===== src/rtl/mips_pkg.sv =====
// Shared MIPS constants, fetch FSM state encoding and the jump-target helper.
// Pure declarations: no latency, no backpressure.
package mips_pkg;

    localparam logic [31:0] NOP_WORD = 32'h0000_0000;

    // Bit positions of the j-format index field and the PC region nibble.
    localparam int JIDX_MSB  = 25;
    localparam int JIDX_LSB  = 0;
    localparam int PC_HI_MSB = 31;
    localparam int PC_HI_LSB = 28;

    typedef enum logic {
        RUN  = 1'b0,
        HALT = 1'b1
    } fetch_state_e;

    function automatic logic [31:0] jump_target(input logic [31:0]             pcplus4,
                                                input logic [JIDX_MSB:JIDX_LSB] idx);
        return {pcplus4[PC_HI_MSB:PC_HI_LSB], idx, 2'b00};
    endfunction

endpackage


===== src/rtl/ifid_register.sv =====
// IF/ID pipeline register: load captures a fetched word, squash injects a bubble, neither holds.
// Latency 1 clock; hold is the only backpressure (driven by the fetch stage's stall).
module ifid_register
    import mips_pkg::*;
#(
    parameter logic [31:0] NOP_VAL = NOP_WORD
) (
    input  logic        Clk,
    input  logic        Rst,
    input  logic        load,
    input  logic        squash,
    input  logic [31:0] instr_in,
    input  logic [31:0] pcplus4_in,
    output logic [31:0] instr_out,
    output logic [31:0] pcplus4_out,
    output logic        valid_out
);

    logic [31:0] instr_q,   instr_d;
    logic [31:0] pcplus4_q, pcplus4_d;
    logic        valid_q,   valid_d;

    // Squash wins over load; PC+4 survives a squash so a later jump can still use its region bits.
    always_comb begin
        instr_d   = instr_q;
        pcplus4_d = pcplus4_q;
        valid_d   = valid_q;
        if (squash) begin
            instr_d = NOP_VAL;
            valid_d = 1'b0;
        end else if (load) begin
            instr_d   = instr_in;
            pcplus4_d = pcplus4_in;
            valid_d   = 1'b1;
        end
    end

    always_ff @(posedge Clk) begin
        if (Rst) begin
            instr_q   <= NOP_VAL;
            pcplus4_q <= 32'h0;
            valid_q   <= 1'b0;
        end else begin
            instr_q   <= instr_d;
            pcplus4_q <= pcplus4_d;
            valid_q   <= valid_d;
        end
    end

    assign instr_out   = instr_q;
    assign pcplus4_out = pcplus4_q;
    assign valid_out   = valid_q;

endmodule


===== src/rtl/fetch_stage.sv =====
// Instruction fetch: owns the PC, drives combinational IMEM, fills IF/ID; out-of-range PC parks in HALT.
// Fetch-to-IF/ID latency 1 clock; Stall holds PC and IF/ID, redirects override Stall and HALT.
module fetch_stage
    import mips_pkg::*;
#(
    parameter logic [31:0] RESET_PC   = 32'h0000_0000,
    parameter int          IMEM_WORDS = 27,
    parameter logic [31:0] NOP_WORD   = mips_pkg::NOP_WORD,
    parameter int          COUNT_W    = 16
) (
    input  logic                     Clk,
    input  logic                     Rst,
    input  logic                     Stall,
    input  logic                     Branch,
    input  logic [31:0]              BranchTarget,
    input  logic                     Jump,
    input  logic [JIDX_MSB:JIDX_LSB] JumpIndex,
    input  logic [31:0]              Instruction,
    output logic [31:0]              Address,
    output logic [31:0]              IFID_Instruction,
    output logic [31:0]              IFID_PCPlus4,
    output logic                     IFID_Valid,
    output logic                     FetchFault,
    output logic [COUNT_W-1:0]       FetchCount
);

    localparam logic [31:0]        IMEM_LIMIT = 32'(IMEM_WORDS);
    localparam logic [COUNT_W-1:0] COUNT_MAX  = {COUNT_W{1'b1}};

    logic [31:0]        pc_q,    pc_d;
    fetch_state_e       state_q, state_d;
    logic [COUNT_W-1:0] count_q, count_d;

    logic        redirect;
    logic        in_range;
    logic [31:0] branch_tgt;
    logic [31:0] redirect_tgt;
    logic [31:0] pc_plus4;
    logic        ifid_load;
    logic        ifid_squash;

    assign redirect     = Jump | Branch;
    assign branch_tgt   = BranchTarget & ~32'h3;
    assign redirect_tgt = Jump ? jump_target(IFID_PCPlus4, JumpIndex) : branch_tgt;
    assign in_range     = {2'b00, pc_q[31:2]} < IMEM_LIMIT;
    assign pc_plus4     = pc_q + 32'd4;

    always_comb begin
        pc_d        = pc_q;
        state_d     = state_q;
        count_d     = count_q;
        ifid_load   = 1'b0;
        ifid_squash = 1'b0;
        if (redirect) begin
            pc_d        = redirect_tgt;
            state_d     = RUN;
            ifid_squash = 1'b1;
        end else if (state_q == HALT) begin
            // Parked: only a redirect or reset moves us.
        end else if (!in_range) begin
            state_d     = HALT;
            ifid_squash = 1'b1;
        end else if (!Stall) begin
            pc_d      = pc_plus4;
            ifid_load = 1'b1;
            if (count_q != COUNT_MAX) begin
                count_d = count_q + COUNT_W'(1);
            end
        end
    end

    always_ff @(posedge Clk) begin
        if (Rst) begin
            pc_q    <= RESET_PC;
            state_q <= RUN;
            count_q <= '0;
        end else begin
            pc_q    <= pc_d;
            state_q <= state_d;
            count_q <= count_d;
        end
    end

    ifid_register #(
        .NOP_VAL (NOP_WORD)
    ) u_ifid (
        .Clk         (Clk),
        .Rst         (Rst),
        .load        (ifid_load),
        .squash      (ifid_squash),
        .instr_in    (Instruction),
        .pcplus4_in  (pc_plus4),
        .instr_out   (IFID_Instruction),
        .pcplus4_out (IFID_PCPlus4),
        .valid_out   (IFID_Valid)
    );

    assign Address    = pc_q;
    assign FetchFault = (state_q == HALT);
    assign FetchCount = count_q;

endmodule


===== config.mk =====
export PLATFORM = sky130hd
export DESIGN_NAME = fetch_stage
export DESIGN_NICKNAME = d
export VERILOG_FILES = /design/src/rtl/mips_pkg.sv /design/src/rtl/ifid_register.sv /design/src/rtl/fetch_stage.sv
export SDC_FILE = /design/constraint.sdc
export NUM_CORES = 1
export LEC_CHECK = 0
export CORE_MARGIN = 2
export CORE_UTILIZATION = 40
export CTS_CLUSTER_SIZE = 10
export DETAILED_ROUTE_END_ITERATION = 8
export PLACE_DENSITY = 0.88
export SLEW_MARGIN = 20
export SYNTH_ARGS = -nofsm -noshare
export SYNTH_HDL_FRONTEND = slang
export SYNTH_SLANG_ARGS = --single-unit

===== constraint.sdc =====
create_clock -name Clk -period 2.59 [get_ports Clk]
set_clock_uncertainty 0.1 [all_clocks]
set_input_delay 0.518 -clock Clk [delete_from_list [all_inputs] [get_ports Clk]]
set_output_delay 0.518 -clock Clk [all_outputs]
set_load 0.05 [all_outputs]

==> results of run 1 <==
==> final cells by class <==
class	count	area (um^2)	share of cell area (%)
Multi-Input combinational cell	334	1970	28.8
Sequential cell	110	2200	32.2
Inverter	10	37.5	0.549
Clock inverter	4	97.6	1.43
Tap cell	136	170	2.49
Timing Repair Buffer	228	2240	32.7
Clock buffer	10	128	1.87
==> state kept, by name, indices dropped and copies added (netlist names) <==
name and flops:
u_ifid.pcplus4_out 30, FetchCount 16, u_ifid.instr_out 32, Address 30, u_ifid.valid_out 1, FetchFault 1
==> layer usage <==
layer | vias up | global-route usage (%)
li1 | 2106 | -
met1 | 2008 | 25.3
met2 | 178 | 40.9
met3 | 19 | 6.99
met4 | 0 | 6.78
met5 | - | 0
==> through the flow <==
stage	power, uW	util [%]	worst slack [ns]	hold WS [ns]	setup TNS [ns]
6_report	3450	65.7	0.163	0.361	0
2_1_floorplan	2050	-	0.136	0.554	0
3_5_place_dp	2320	63.4	-0.221	0.346	-4.02
4_1_cts	3470	65.7	0.164	0.362	0
5_1_grt	3580	65.7	0.0116	0.383	0
3_3_place_gp	2310	63.4	-0.132	0.341	-1.26
==> logic make-up (layout without fill, tap and decap cells) <==
group | count (synthesis) | after routing | share of synthesized area (%)
xor gates and xnor gates | 5 | 5 | 1.01
muxes | 9 | 9 | 2.17
buffers and inverters | 44 | 252 | 4.28
adders and majority gates | 2 | 2 | 0.579
and+or+nand+nor | 188 | 188 | 21.8
AOI/OAI and AO/OA | 126 | 126 | 19.2
other | 1 | 4 | 0.0867
DFF | 110 | 110 | 50.9
==> power by group <==
group	internal (uW)	switching (uW)
logic	249	271
clock network	633	539
registers	1720	38.7
total	2600	849
==> path summary, 6_finish.rpt <==
kind | end | slack [ns] | depth (start not counted)
max | u_ifid.pcplus4_out[4] | 0.16 | 7
max reg2reg | FetchCount[14] | 0.18 | 5
min reg2reg | u_ifid.instr_out[4] | 0.36 | 2
min | u_ifid.instr_out[4] | 0.36 | 2
==> cells in the final DEF (no fill, tap or decap), types with 4 or more instances in the layout <==
cell,count
clkdlybuf4s50_1,201
dfxtp_1,110
nand2_1,77
a21oi_1,53
nor2_1,35
and2_1,25
buf_4,24
a22oi_1,20
o2bb2ai_1,17
o21ai_0,12
or3_1,10
inv_1,9
clkbuf_8,9
nand3_1,8
nand4_1,7
a211oi_1,7
mux2i_1,6
nor4_1,5
conb_1,4
==> worst max-delay path, stage by stage <==
cell	delay [ns]
clkdlybuf4s50_1	0.47
or4_1	0.56
buf_4	0.16
nor3_4	0.24
buf_4	0.31
nor2_1	0.09
a211oi_1	0.24
==> run metrics, run 1 <==
I/O pin count 209; Post-DP Area 6610 um^2; final antenna-violating net count 0; Max-slew headroom 58.9%; max capacitance violation total 0; Critical Path Start Jump; routed wl met2 6.64 mm; TritonCTS clock tree built; vias in the first global route 4,422; met1 WL 5.10 mm; Critical Path Fanout Max 25; HPWL after DPL 10.1 mm; Post-synth EDFFs 0; DRT Pass-1 Iters 6; total grt overflow 0; Core Area 10,400 um^2; # H-tree levels 3; IO Port Bufs 202; # fillers 816; Seq/Total Area, Yosys 50.9%; Die Height 108 um; Syn Inst Count 485; die area 11,700 um^2; vias post-DR 4,311; hold_buf cts 0; Cell Area, Synth 4320 um^2; largest net degree at the start of global routing 42; leak pwr 0.00237 uW; critical setup path kind in -> reg; root buffer cell clkbuf_8; per-cell routed wire length 15.8 um; RR Startpoint Address[12]; fraction of registers with async set/reset 0%; clock sinks 110; share of cells above drive strength 1 7.47%; share of the synthesized area in the top cell type 50.9%; Via density 5.18; Starting Density 41.5%; maximum operating frequency 0.412 GHz; commonest cells in the netlist 110 x dfxtp_1, 77 x nand2_1, 53 x a21oi_1; Clock Latency Late Sink 0.36 ns; top-count cell post-synth dfxtp_1; Num CTS Buffers 9; dominant cell type by area after synthesis dfxtp_1; highest metal used met4; routability cong. 0.806; gr usage total 22.5%; Worst-path clk slew 0.10 ns; DR WL met3 1.19 mm; post-CTS setup buffer count 0; Final Hold Fails 0; Worst Hold Class reg -> reg; Non-Filler Cell Area, Final 6840 um^2; hold path start u_ifid.instr_out[4]; fin. max-slew vios 0; Yosys reg bits 110; final period utilization 93.7%; Worst Setup Start Kind primary input; Layout area overhead 58.2%; run status complete, no violations; syn avg cell area 8.92 um^2; Nets 790; initial antenna violation count 0; Final setup viols 0; Placed Cells incl. Taps 818; Final Non-Filler Cells 832; row count 37; WL final 13.2 mm; first-pass GRT wire length 21.1 mm; Resized Gates After CTS 1; Yosys warnings 0; Critical Path AT 2.60 ns; DIE WIDTH 108 um; Slew @ Worst Pin 0.617 ns; Synth area leaders dfxtp_1 51%, nand2_1 6.7%, a21oi_1 6.1%; CP Capture Type flop; fin crit period 2.43 ns; Main synth FF type dfxtp_1; worst vdd rail ir drop 0.355 mV; drt initial violations 199; CP Data Required Time 2.76 ns; # DRC 0; Clock Path Buffers 2; unrepaired setup endpoints after global routing false; Yosys cell types 47; diode count 0; PwrDens 505 nW/um^2
Power figures use the tool's default switching activity.
==> run 2: changes to the inputs <==
--- a/config.mk
+++ b/config.mk
@@ -5,6 +5,7 @@
 export SDC_FILE = /design/constraint.sdc
 export NUM_CORES = 1
 export LEC_CHECK = 0
+export CORE_ASPECT_RATIO = 1.75
 export CORE_MARGIN = 2
 export CORE_UTILIZATION = 40
 export CTS_CLUSTER_SIZE = 10
==> run 2 against run 1 <==
Compared with the run above: combinational power fell by 1%; count of clock-buffer cells in the layout rose by 1; maximum frequency rose by 0.22%; sequential share of layout area fell by 0.11 points; clock power rose by 15%; die area rose by 0.29%; total power rose by 5.0%; cell count fell by 0.72%; routed wire length rose by 1.6%; sequential power barely moved; core utilization fell by 1.1 points; critical endpoint is now u_ifid.pcplus4_out[5].
==> run metrics, run 2 (same netlist as run 1, synthesis figures left out) <==
Final Non-Filler Cells 826 (-0.72%); clock sinks 110 (unchanged); Resized Gates After CTS 0 (-1); final period utilization 93.5% (-0.21 points); fin. max-slew vios 0 (unchanged); Final Util 64.6% (-1.1 points); Slew @ Worst Pin 0.622 ns (+0.00456 ns); WL final 13.4 mm (+1.6%); hold_buf cts 0 (unchanged); Clock Path Buffers 2 (unchanged); worst path cell trace clkdlybuf4s50_1 > or4_1 > buf_4 > nor3_4 > buf_12 > nor2_1 > a211oi_1; slowest stage delay, CP 0.56 ns (about the same); routability cong. 0.821 (+1.8%); max capacitance violation total 0 (unchanged); Layout area overhead 58.8%; gr usage total 23.1% (+0.54 points); Final Hold Fails 0 (unchanged); CP Data Required Time 2.72 ns (-0.04 ns); vias post-DR 4,389 (+1.8%); PwrDens 528 nW/um^2 (+4.6%); HPWL after DPL 10.1 mm (+0.17%); die area 11,700 um^2 (+0.29%); DIE WIDTH 82.6 um (-24%); post-CTS setup buffer count 0 (unchanged); max reg flops 32 (unchanged); commonest non-fill, non-tap cell in the layout clkdlybuf4s50_1; Setup TNS 0 ns (unchanged); drt initial violations 176 (-12%); largest net degree at the start of global routing 50 (+19%); Clock Latency Late Sink 0.35 ns (about the same); run status complete, no violations; initial antenna violation count 0 (unchanged); unrepaired setup endpoints after global routing false; Starting Density 40.7% (-0.85 points); DRT Pass-1 Iters 5 (-1); maximum operating frequency 0.413 GHz (+0.22%); Die Height 142 um (+31%); Final setup viols 0 (unchanged); Worst Hold Class reg -> reg; row count 50 (+35%); root buffer cell clkbuf_16; # fillers 833 (+2.1%); Via density 5.31 (+2.5%); Critical Path Fanout Max 35 (+40%); Num CTS Buffers 9 (unchanged); TritonCTS clock tree built; Critical Path AT 2.56 ns (-0.04 ns); Crit-path slowest cell or4_1; final antenna-violating net count 0 (unchanged); share of cells above drive strength 1 7.33% (-0.14 points); Max-slew headroom 58.6% (-0.30 points); vias in the first global route 4,519 (+2.2%); CP Capture Type flop; Placed Cells incl. Taps 810 (-0.98%); fin crit period 2.42 ns (-0.00543 ns); # DRC 0 (unchanged); Core Area 10,600 um^2 (+2.1%); worst vdd rail ir drop 0.350 mV (-1.3%); IO Port Bufs 202 (unchanged); Worst-path clk slew 0.07 ns (-0.03 ns); most frequent cells in the layout 201 x clkdlybuf4s50_1, 110 x dfxtp_1, 77 x nand2_1, 53 x a21oi_1, 35 x nor2_1; # H-tree levels 3 (unchanged); Nets 788 (-0.25%); first-pass GRT wire length 20.8 mm (-1.1%); critical setup path kind in -> reg; Min Hold Slack 0.357 ns (-0.00352 ns); Worst Setup Start Kind primary input; I/O pin count 209 (unchanged); leak pwr 0.00237 uW (+0.10%); total grt overflow 0 (unchanged); per-cell routed wire length 16.2 um (+2.3%); diode count 0 (unchanged)
## run 2: cell types whose count changed in the layout (fill, tap and decap cells not counted), sizes merged
cell and delta:
clkinvlp +3, buf -2, bufinv -2, clkbuf +1
## run 2: cell type report
type	count	area (um^2)	area share (%)
inverter	10	37.5	0.547
multi-input combinational	334	1960	28.6
sequential	110	2200	32.1
timing repair buffer	226	2210	32.2
tap	130	163	2.37
clock inverter	5	60.1	0.875
clock buffer	11	233	3.39
## run 2: metrics by stage
stage | cell area (um^2) | power [uW] | worst slack (ns)
after CTS | 6870 | 3660 | 0.157
after floorplan | 4340 | 2050 | 0.136
final | 6870 | 3620 | 0.168
after global placement | 6570 | 2300 | -0.0867
after detailed placement | 6570 | 2310 | -0.153
after global routing | 6870 | 3750 | 0.0726
## run 2: report_power, final
group	switching [uW]	leakage (uW)	internal [uW]	total, uW
Clock	596	0.000128	750	1350
Sequential	40.2	0.000892	1720	1760
Combinational	269	0.00135	245	515
## run 2: critical path, delay by kind of cell
family,cells,cell delay (ns)
AND/OR/NAND/NOR,3,0.90
buffers and inverters,3,0.82
AO/OA/AOI/OAI,1,0.29
## run 2: layer usage
| metal | vias to the layer above | share of wire (%) | GRT usage (%) |
|---|---|---|---|
| met5 | - | 0 | 0 |
| met4 | 0 | 4.5 | 13.3 |
| met3 | 42 | 7.8 | 5.53 |
| met2 | 192 | 53 | 42.4 |
| met1 | 2045 | 35 | 22.4 |
| li1 | 2110 | - | - |
## run 2: final timing paths
| kind | startpoint | depth (start not counted) | slack [ns] | end |
|---|---|---|---|---|
| setup reg to reg | Address[12] | 5 | 0.19 | FetchCount[14] |
| hold / removal | u_ifid.pcplus4_out[11] | 1 | 0.36 | u_ifid.pcplus4_out[11] |
| hold reg to reg | u_ifid.pcplus4_out[11] | 1 | 0.36 | u_ifid.pcplus4_out[11] |
| setup / recovery | Branch | 7 | 0.17 | u_ifid.pcplus4_out[5] |
